$ cat src/rtl/rule_writer_if.sv
// AXI4 write-only master bundle (AW/W/B) used by rule_writer.
// The master modport is the rule writer; the slave modport is the memory side.
interface rule_writer_if #(
   parameter int ADDR_WIDTH = 32,
   parameter int DATA_WIDTH = 32
);
   logic [ADDR_WIDTH-1:0]   M_AXI_AWADDR;
   logic [7:0]              M_AXI_AWLEN;
   logic [2:0]              M_AXI_AWSIZE;
   logic [1:0]              M_AXI_AWBURST;
   logic                    M_AXI_AWLOCK;
   logic [3:0]              M_AXI_AWCACHE;
   logic [2:0]              M_AXI_AWPROT;
   logic [3:0]              M_AXI_AWQOS;
   logic                    M_AXI_AWVALID;
   logic                    M_AXI_AWREADY;
   logic [DATA_WIDTH-1:0]   M_AXI_WDATA;
   logic [DATA_WIDTH/8-1:0] M_AXI_WSTRB;
   logic                    M_AXI_WLAST;
   logic                    M_AXI_WVALID;
   logic                    M_AXI_WREADY;
   logic [1:0]              M_AXI_BRESP;
   logic                    M_AXI_BVALID;
   logic                    M_AXI_BREADY;

   modport master (
      output M_AXI_AWADDR, M_AXI_AWLEN, M_AXI_AWSIZE, M_AXI_AWBURST, M_AXI_AWLOCK,
             M_AXI_AWCACHE, M_AXI_AWPROT, M_AXI_AWQOS, M_AXI_AWVALID,
             M_AXI_WDATA, M_AXI_WSTRB, M_AXI_WLAST, M_AXI_WVALID, M_AXI_BREADY,
      input  M_AXI_AWREADY, M_AXI_WREADY, M_AXI_BRESP, M_AXI_BVALID
   );

   modport slave (
      input  M_AXI_AWADDR, M_AXI_AWLEN, M_AXI_AWSIZE, M_AXI_AWBURST, M_AXI_AWLOCK,
             M_AXI_AWCACHE, M_AXI_AWPROT, M_AXI_AWQOS, M_AXI_AWVALID,
             M_AXI_WDATA, M_AXI_WSTRB, M_AXI_WLAST, M_AXI_WVALID, M_AXI_BREADY,
      output M_AXI_AWREADY, M_AXI_WREADY, M_AXI_BRESP, M_AXI_BVALID
   );
endinterface

$ cat src/rtl/rule_writer.sv
// Packs 16-bit parser rules two per word, buffers them and writes them out as single-beat AXI writes.
// Define RULE_WRITER_ERR_EN to enable the sticky O_ERR flag (FIFO overflow, non-OKAY BRESP).
//
// state    | meaning
// ST_IDLE  | waiting for a word at the FIFO head
// ST_WRITE | AWVALID/WVALID raised, each drops on its own handshake
// ST_RESP  | BREADY high, waiting for the write response
module rule_writer #(
   parameter int FIFO_DEPTH         = 16,
   parameter int C_M_AXI_ADDR_WIDTH = 32,
   parameter int C_M_AXI_DATA_WIDTH = 32
) (
   input  logic                          CLK,
   input  logic                          RST,
   input  logic                          I_VALID,
   input  logic [15:0]                   I_RULE,
   input  logic                          I_START,
   input  logic [C_M_AXI_ADDR_WIDTH-1:0] I_BASE_ADDR,
   input  logic                          I_FLUSH,
   output logic                          O_BUSY,
   output logic [15:0]                   O_WORDS,
   output logic                          O_ERR,
   rule_writer_if.master                 m_axi
);
   localparam int AW = C_M_AXI_ADDR_WIDTH;
   localparam int DW = C_M_AXI_DATA_WIDTH;
   localparam int PW = (FIFO_DEPTH > 1) ? $clog2(FIFO_DEPTH) : 1;
   localparam logic [PW:0] FULL_CNT = (PW+1)'(FIFO_DEPTH);

   localparam logic [1:0] ST_IDLE  = 2'b00;
   localparam logic [1:0] ST_WRITE = 2'b01;
   localparam logic [1:0] ST_RESP  = 2'b10;

   logic [DW-1:0] fifo_mem [FIFO_DEPTH];

   logic          half_q, half_d;
   logic [15:0]   low_q, low_d;
   logic          pend_q, pend_d;
   logic [DW-1:0] pend_word_q, pend_word_d;
   logic [PW-1:0] wr_ptr_q, wr_ptr_d, rd_ptr_q, rd_ptr_d;
   logic [PW:0]   count_q, count_d;
   logic [1:0]    state_q, state_d;
   logic          awvalid_q, awvalid_d, wvalid_q, wvalid_d, bready_q, bready_d;
   logic [AW-1:0] awaddr_q, awaddr_d, base_q, base_d;
   logic [DW-1:0] wdata_q, wdata_d;
   logic [15:0]   index_q, index_d, words_q, words_d;
   logic          busy_q, busy_d;
   logic          push, pop, overflow;

   always_comb begin
      half_d      = half_q;
      low_d       = low_q;
      pend_d      = 1'b0;
      pend_word_d = pend_word_q;
      wr_ptr_d    = wr_ptr_q;
      rd_ptr_d    = rd_ptr_q;
      count_d     = count_q;
      state_d     = state_q;
      awvalid_d   = awvalid_q;
      wvalid_d    = wvalid_q;
      bready_d    = bready_q;
      awaddr_d    = awaddr_q;
      wdata_d     = wdata_q;
      base_d      = base_q;
      index_d     = index_q;
      words_d     = words_q;
      push        = 1'b0;
      pop         = 1'b0;
      overflow    = 1'b0;

      // a rule arriving with a flush is packed first, the flush then sees the updated half
      if (I_VALID) begin
         if (half_q) begin
            pend_d      = 1'b1;
            pend_word_d = DW'({I_RULE, low_q});
            half_d      = 1'b0;
         end else begin
            low_d  = I_RULE;
            half_d = 1'b1;
         end
      end
      if (I_FLUSH && half_d) begin
         pend_d      = 1'b1;
         pend_word_d = DW'({16'h0000, low_d});
         half_d      = 1'b0;
      end

      case (state_q)
         ST_IDLE: begin
            if (count_q != '0) begin
               state_d   = ST_WRITE;
               awvalid_d = 1'b1;
               wvalid_d  = 1'b1;
               awaddr_d  = base_q + AW'({index_q, 2'b00});
               wdata_d   = fifo_mem[rd_ptr_q];
            end
         end
         ST_WRITE: begin
            if (awvalid_q && m_axi.M_AXI_AWREADY) awvalid_d = 1'b0;
            if (wvalid_q && m_axi.M_AXI_WREADY)   wvalid_d  = 1'b0;
            if (!awvalid_d && !wvalid_d) begin
               state_d  = ST_RESP;
               bready_d = 1'b1;
            end
         end
         ST_RESP: begin
            if (m_axi.M_AXI_BVALID) begin
               pop      = 1'b1;
               bready_d = 1'b0;
               index_d  = index_q + 16'd1;
               words_d  = words_q + 16'd1;
               state_d  = ST_IDLE;
            end
         end
         default: state_d = ST_IDLE;
      endcase

      // a full FIFO still accepts a word when the head leaves in the same cycle
      if (pend_q) begin
         if (count_q != FULL_CNT || pop) push     = 1'b1;
         else                            overflow = 1'b1;
      end
      if (push) wr_ptr_d = wr_ptr_q + 1'b1;
      if (pop)  rd_ptr_d = rd_ptr_q + 1'b1;
      if (push && !pop)      count_d = count_q + 1'b1;
      else if (pop && !push) count_d = count_q - 1'b1;

      if (I_START && !busy_q) begin
         base_d  = I_BASE_ADDR;
         index_d = '0;
         words_d = '0;
      end

      busy_d = half_d | pend_d | (count_d != '0) | (state_d != ST_IDLE);
   end

   always_ff @(posedge CLK or posedge RST) begin
      if (RST) begin
         half_q      <= 1'b0;
         low_q       <= '0;
         pend_q      <= 1'b0;
         pend_word_q <= '0;
         wr_ptr_q    <= '0;
         rd_ptr_q    <= '0;
         count_q     <= '0;
         state_q     <= ST_IDLE;
         awvalid_q   <= 1'b0;
         wvalid_q    <= 1'b0;
         bready_q    <= 1'b0;
         awaddr_q    <= '0;
         wdata_q     <= '0;
         base_q      <= '0;
         index_q     <= '0;
         words_q     <= '0;
         busy_q      <= 1'b0;
      end else begin
         half_q      <= half_d;
         low_q       <= low_d;
         pend_q      <= pend_d;
         pend_word_q <= pend_word_d;
         wr_ptr_q    <= wr_ptr_d;
         rd_ptr_q    <= rd_ptr_d;
         count_q     <= count_d;
         state_q     <= state_d;
         awvalid_q   <= awvalid_d;
         wvalid_q    <= wvalid_d;
         bready_q    <= bready_d;
         awaddr_q    <= awaddr_d;
         wdata_q     <= wdata_d;
         base_q      <= base_d;
         index_q     <= index_d;
         words_q     <= words_d;
         busy_q      <= busy_d;
      end
   end

   always_ff @(posedge CLK) begin
      if (push) fifo_mem[wr_ptr_q] <= pend_word_q;
   end

`ifdef RULE_WRITER_ERR_EN
   logic err_q, err_d;

   always_comb begin
      err_d = err_q;
      if (I_START && !busy_q) err_d = 1'b0;
      if (overflow || (pop && m_axi.M_AXI_BRESP != 2'b00)) err_d = 1'b1;
   end

   always_ff @(posedge CLK or posedge RST) begin
      if (RST) err_q <= 1'b0;
      else     err_q <= err_d;
   end

   assign O_ERR = err_q;
`else
   logic unused_err_inputs;
   assign unused_err_inputs = ^{m_axi.M_AXI_BRESP, overflow};
   assign O_ERR = 1'b0;
`endif

   assign O_BUSY  = busy_q;
   assign O_WORDS = words_q;

   assign m_axi.M_AXI_AWADDR  = awaddr_q;
   assign m_axi.M_AXI_AWLEN   = 8'd0;
   assign m_axi.M_AXI_AWSIZE  = 3'b010;
   assign m_axi.M_AXI_AWBURST = 2'b01;
   assign m_axi.M_AXI_AWLOCK  = 1'b0;
   assign m_axi.M_AXI_AWCACHE = 4'b0011;
   assign m_axi.M_AXI_AWPROT  = 3'b000;
   assign m_axi.M_AXI_AWQOS   = 4'b0000;
   assign m_axi.M_AXI_AWVALID = awvalid_q;
   assign m_axi.M_AXI_WDATA   = wdata_q;
   assign m_axi.M_AXI_WSTRB   = '1;
   assign m_axi.M_AXI_WLAST   = 1'b1;
   assign m_axi.M_AXI_WVALID  = wvalid_q;
   assign m_axi.M_AXI_BREADY  = bready_q;
endmodule
$ cat src/flat_wrapper.sv
// flat-port wrapper written by rule: the top's interface ports become plain ports
module rule_writer_flat 
#(
   parameter int FIFO_DEPTH         = 16,
   parameter int C_M_AXI_ADDR_WIDTH = 32,
   parameter int C_M_AXI_DATA_WIDTH = 32
)
  (CLK, RST, I_VALID, I_RULE, I_START, I_BASE_ADDR, I_FLUSH, O_BUSY, O_WORDS, O_ERR, m_axi_M_AXI_AWADDR, m_axi_M_AXI_AWLEN, m_axi_M_AXI_AWSIZE, m_axi_M_AXI_AWBURST, m_axi_M_AXI_AWLOCK, m_axi_M_AXI_AWCACHE, m_axi_M_AXI_AWPROT, m_axi_M_AXI_AWQOS, m_axi_M_AXI_AWVALID, m_axi_M_AXI_WDATA, m_axi_M_AXI_WSTRB, m_axi_M_AXI_WLAST, m_axi_M_AXI_WVALID, m_axi_M_AXI_BREADY, m_axi_M_AXI_AWREADY, m_axi_M_AXI_WREADY, m_axi_M_AXI_BRESP, m_axi_M_AXI_BVALID);
  rule_writer_if m_axi_i ();
  input  logic CLK;
  input  logic RST;
  input  logic I_VALID;
  input  logic [15:0] I_RULE;
  input  logic I_START;
  input  logic [C_M_AXI_ADDR_WIDTH-1:0] I_BASE_ADDR;
  input  logic I_FLUSH;
  output logic O_BUSY;
  output logic [15:0] O_WORDS;
  output logic O_ERR;
  output wire logic [$bits(m_axi_i.M_AXI_AWADDR)-1:0] m_axi_M_AXI_AWADDR;
  output wire logic [$bits(m_axi_i.M_AXI_AWLEN)-1:0] m_axi_M_AXI_AWLEN;
  output wire logic [$bits(m_axi_i.M_AXI_AWSIZE)-1:0] m_axi_M_AXI_AWSIZE;
  output wire logic [$bits(m_axi_i.M_AXI_AWBURST)-1:0] m_axi_M_AXI_AWBURST;
  output wire logic [$bits(m_axi_i.M_AXI_AWLOCK)-1:0] m_axi_M_AXI_AWLOCK;
  output wire logic [$bits(m_axi_i.M_AXI_AWCACHE)-1:0] m_axi_M_AXI_AWCACHE;
  output wire logic [$bits(m_axi_i.M_AXI_AWPROT)-1:0] m_axi_M_AXI_AWPROT;
  output wire logic [$bits(m_axi_i.M_AXI_AWQOS)-1:0] m_axi_M_AXI_AWQOS;
  output wire logic [$bits(m_axi_i.M_AXI_AWVALID)-1:0] m_axi_M_AXI_AWVALID;
  output wire logic [$bits(m_axi_i.M_AXI_WDATA)-1:0] m_axi_M_AXI_WDATA;
  output wire logic [$bits(m_axi_i.M_AXI_WSTRB)-1:0] m_axi_M_AXI_WSTRB;
  output wire logic [$bits(m_axi_i.M_AXI_WLAST)-1:0] m_axi_M_AXI_WLAST;
  output wire logic [$bits(m_axi_i.M_AXI_WVALID)-1:0] m_axi_M_AXI_WVALID;
  output wire logic [$bits(m_axi_i.M_AXI_BREADY)-1:0] m_axi_M_AXI_BREADY;
  input wire logic [$bits(m_axi_i.M_AXI_AWREADY)-1:0] m_axi_M_AXI_AWREADY;
  input wire logic [$bits(m_axi_i.M_AXI_WREADY)-1:0] m_axi_M_AXI_WREADY;
  input wire logic [$bits(m_axi_i.M_AXI_BRESP)-1:0] m_axi_M_AXI_BRESP;
  input wire logic [$bits(m_axi_i.M_AXI_BVALID)-1:0] m_axi_M_AXI_BVALID;
  assign m_axi_M_AXI_AWADDR = m_axi_i.M_AXI_AWADDR;
  assign m_axi_M_AXI_AWLEN = m_axi_i.M_AXI_AWLEN;
  assign m_axi_M_AXI_AWSIZE = m_axi_i.M_AXI_AWSIZE;
  assign m_axi_M_AXI_AWBURST = m_axi_i.M_AXI_AWBURST;
  assign m_axi_M_AXI_AWLOCK = m_axi_i.M_AXI_AWLOCK;
  assign m_axi_M_AXI_AWCACHE = m_axi_i.M_AXI_AWCACHE;
  assign m_axi_M_AXI_AWPROT = m_axi_i.M_AXI_AWPROT;
  assign m_axi_M_AXI_AWQOS = m_axi_i.M_AXI_AWQOS;
  assign m_axi_M_AXI_AWVALID = m_axi_i.M_AXI_AWVALID;
  assign m_axi_M_AXI_WDATA = m_axi_i.M_AXI_WDATA;
  assign m_axi_M_AXI_WSTRB = m_axi_i.M_AXI_WSTRB;
  assign m_axi_M_AXI_WLAST = m_axi_i.M_AXI_WLAST;
  assign m_axi_M_AXI_WVALID = m_axi_i.M_AXI_WVALID;
  assign m_axi_M_AXI_BREADY = m_axi_i.M_AXI_BREADY;
  assign m_axi_i.M_AXI_AWREADY = m_axi_M_AXI_AWREADY;
  assign m_axi_i.M_AXI_WREADY = m_axi_M_AXI_WREADY;
  assign m_axi_i.M_AXI_BRESP = m_axi_M_AXI_BRESP;
  assign m_axi_i.M_AXI_BVALID = m_axi_M_AXI_BVALID;
  rule_writer #(.FIFO_DEPTH(FIFO_DEPTH), .C_M_AXI_ADDR_WIDTH(C_M_AXI_ADDR_WIDTH), .C_M_AXI_DATA_WIDTH(C_M_AXI_DATA_WIDTH)) u_core (.CLK(CLK), .RST(RST), .I_VALID(I_VALID), .I_RULE(I_RULE), .I_START(I_START), .I_BASE_ADDR(I_BASE_ADDR), .I_FLUSH(I_FLUSH), .O_BUSY(O_BUSY), .O_WORDS(O_WORDS), .O_ERR(O_ERR), .m_axi(m_axi_i));
endmodule
$ cat config.mk
export PLATFORM = sky130hd
export DESIGN_NAME = rule_writer_flat
export DESIGN_NICKNAME = d
export VERILOG_FILES = /design/src/rtl/rule_writer_if.sv /design/src/rtl/rule_writer.sv /design/src/flat_wrapper.sv
export SDC_FILE = /design/constraint.sdc
export NUM_CORES = 1
export LEC_CHECK = 0
export BUFFER_PORTS_ARGS = -buffer_cell sky130_fd_sc_hd__buf_2
export CAP_MARGIN = 20
export CORE_MARGIN = 8
export CORE_UTILIZATION = 41
export CTS_CLUSTER_DIAMETER = 30
export DETAILED_ROUTE_END_ITERATION = 10
export PLACE_DENSITY = 0.7
export SLEW_MARGIN = 20
export SYNTH_ARGS = -nofsm -noshare
export SYNTH_HDL_FRONTEND = slang
export SYNTH_SLANG_ARGS = --single-unit
export TNS_END_PERCENT = 1
$ cat constraint.sdc
create_clock -name CLK -period 5.4 [get_ports CLK]
set_input_delay 0.27 -clock CLK [delete_from_list [all_inputs] [get_ports CLK]]
set_output_delay 0.27 -clock CLK [all_outputs]
set_load 0.03 [all_outputs]
==> flow_summary.yaml <==
status:
  status: "completed"
die:
  dieWidth_um: 280
  num_io_pins: 173
  start_util: 0.411
  core.rowCount: 97
  coreArea_mm2: 0.0695
  dieArea_mm2: 0.0784
  die_h_um: 280
synth:
  syn_area_mm2: 0.0286
  synth_most_common_cell: "edfxtp_1"
  yosysSeqAreaShare: 0.711
  ys_warn_count: 0
  postSynthCellCount: 1707
  synth_common_cells: "edfxtp_1, nand2_1, dfrtp_1, mux4_2, nor2_1"
  ys_top_cells_by_area: "edfxtp_1, dfrtp_1, mux4_2"
  yosysUniqueCellTypes: 59
  synth_edf_count: 512
  synth_top_area_share: 0.538
  synth-main-ff-cell: "edfxtp_1"
  async_flop_share: 0.278
  ys_ff_latch: 709
  yosysTopAreaCell: "edfxtp_1"
  syn-mean-instance-area_um2: 16.7
clock_tree:
  cts-resized-gates: 0
  root_buffer: "clkbuf_16"
  cts_setup_buffers: 0
  insertion_delay_ns: 0.68
  ctsHoldBuffers: 53
  htree_levels: 3
  clock_sinks: 709
  cts_max_path_buffers: 3
  clk_pin_slew_ns: 0.05
  tritoncts: "yes"
  cts_buffers: 116
worst_setup_path:
  cp.buffers_inverters: 2
  start_kind: "register"
  path_class: "reg -> reg"
  crit_chain: "inv_1, ha_1, nand3_1, o21ai_0, nor3b_1, and2_2, buf_4"
  worstPathRequired_ns: 5.75
  crit_family: "simple AND/OR/NAND/NOR gates"
  end_kind: "register"
  crit_slowest_cell: "and2_2"
  crit_arrival_ns: 3.44
  reg2reg_slack_ns: 2.31
  slowest_delay_ns: 0.70
  worstPathMaxFanout: 19
routing:
  dr_wl_met3_um: 5100
  wire_per_inst_um: 22.4
  wl_met2_um: 33600
  drt-total-wl_um: 67500
  first_pass_iters: 5
  drcViolationCount: 0
  highest_layer: "met5"
  num_vias: 16100
  drt_iter0_markers: 1367
  vias_per_cell: 5.35
  drtAntennaViolNets: 0
  drt-met1-wl_um: 27100
global_routing:
  grt_use_total: 0.171
  grt_overflow: 0
  grt_pass1_vias: 17300
  grt_max_degree: 158
  grt_first_pass_wirelength_um: 103000
  antenna_found_initial: 1
final_layout:
  finalNetCount: 2059
  final_util: 0.506
  fillers: 5524
  final_layout_size_suffix_gt1_frac: 0.307
  areaGrowthSynthToFinish_pct: 23.0
run:
  cap_viol_max_count: 0
timing:
  clock_skew_ns: 0.0568
  fmax_mhz: 324
  rsz0062_at_grt: "no"
  maxSlewViolCount: 0
  tns_ns: 0
  max-slew-margin-rel: 0.300
  min_period_ns: 3.09
  setup_viol: 0
  finalHoldViolCount: 0
  worst_slew_pin_slew_ns: 1.05
  fin_crit_sh: 0.572
  timing.final.ws_setup_ns: 2.31
pwr:
  ir_worst_vdd_mv: 0.357
  power.density_mw_per_mm2: 570
  cellLeakagePower_nw: 13.0
placed_design:
  portBuffers: 139
  dp_slack_ns: 2.23
  place.gp.congestion: 0.795
  hpwlAfterDp_um: 39000
worst_hold_path:
  min_path_type: "in -> reg"
## cell usage in the layout, fill, tap and decap left out, types with 30 or more instances in the layout
cell type,Yosys,final
buf_2,19,139
conb_1,2,31
edfxtp_1,512,512
xnor2_1,31,31
mux4_2,146,146
o21ai_0,55,54
dfrtp_1,197,193
mux2_2,62,62
dlygate4sd3_1,0,53
a21oi_1,38,38
clkbuf_16,0,120
buf_4,34,30
nor2_1,63,58
nand2_1,261,259
## report_power, final
part	switching, mW	total (mW)	internal [mW]	leakage, nW
Sequential	0.863	7.75	6.89	7.13
Combinational	2.59	4.56	1.97	3.87
Clock	2.73	7.74	5.01	2.02
## worst min-delay path, delay by kind of cell
family	cells	cell delay [ns]
buffers and inverters	2	0.22
and+or+nand+nor	2	0.15
AOI/OAI and AO/OA	1	0.07
## sequential cells by signal, indices dropped and copies added (netlist names), 5 cells and up
register                   cells
u_core.pend_word_q            32
u_core.count_q                 5
u_core.m_axi.M_AXI_AWADDR     32
u_core.low_q                  16
u_core.m_axi.M_AXI_WDATA      32
u_core.base_q                 32
u_core.index_q                16
u_core.fifo_mem              512
u_core.O_WORDS                16
## stage by stage
| step | hold slack (ns) | cell area [µm²] | cells | power, mW |
|---|---|---|---|---|
| 2_1_floorplan | 0.336 | 28700 | 1736 | 10.9 |
| 3_3_place_gp | 0.444 | 30400 | 2742 | 12.3 |
| 3_5_place_dp | 0.453 | 30400 | 2742 | 12.4 |
| 4_1_cts | 0.0335 | 35200 | 3015 | 20.2 |
| 5_1_grt | 0.0604 | 35200 | 3015 | 20.9 |
| 6_report | 0.0654 | 35200 | 3016 | 20.1 |
## routing by layer
metal	vias up	track usage
li1	7012	-
met1	8309	0.217
met2	661	0.289
met3	145	0.0395
met4	2	0.0553
met5	-	0
## area by class of cell
cell class	instances	area, µm²	area share
clock inverter	93	1150	0.0328
timing repair buffer	226	1530	0.0436
clock buffer	127	3060	0.0870
multi-input combinational	905	7870	0.224
antenna	1	2.50	0.0000712
tap	940	1180	0.0334
sequential	709	20300	0.578
inverter	15	60.1	0.00171
## final timing paths
check	start	cells after the start	end
max in group asynchronous	RST	5	u_core.half_q$_DFF_PP0_
worst min-delay path	I_VALID	5	u_core.pend_word_q[12]$_DFFE_PP0P_
worst min register to register	u_core.base_q[1]$_DFFE_PP0P_	2	u_core.m_axi.M_AXI_AWADDR[1]$_DFFE_PP0P_
worst max-delay path	u_core.count_q[0]$_DFF_PP0_	7	u_core.fifo_mem[11][18]$_DFFE_PP_
min in group asynchronous	RST	4	u_core.m_axi.M_AXI_WDATA[2]$_DFFE_PP0P_
worst max register to register	u_core.count_q[0]$_DFF_PP0_	7	u_core.fifo_mem[11][18]$_DFFE_PP_
## cell families after synthesis
kind of cell    Yosys count  synth area share
buf+inv                 122            0.0213
other cells               2          0.000263
xor+xnor                 55            0.0169
mux                     208             0.139
flops                   709             0.711
simple gates            414            0.0627
fa+ha+maj                28            0.0125
compound gates          169            0.0363
No activity file was read; power rests on OpenSTA's default activity.
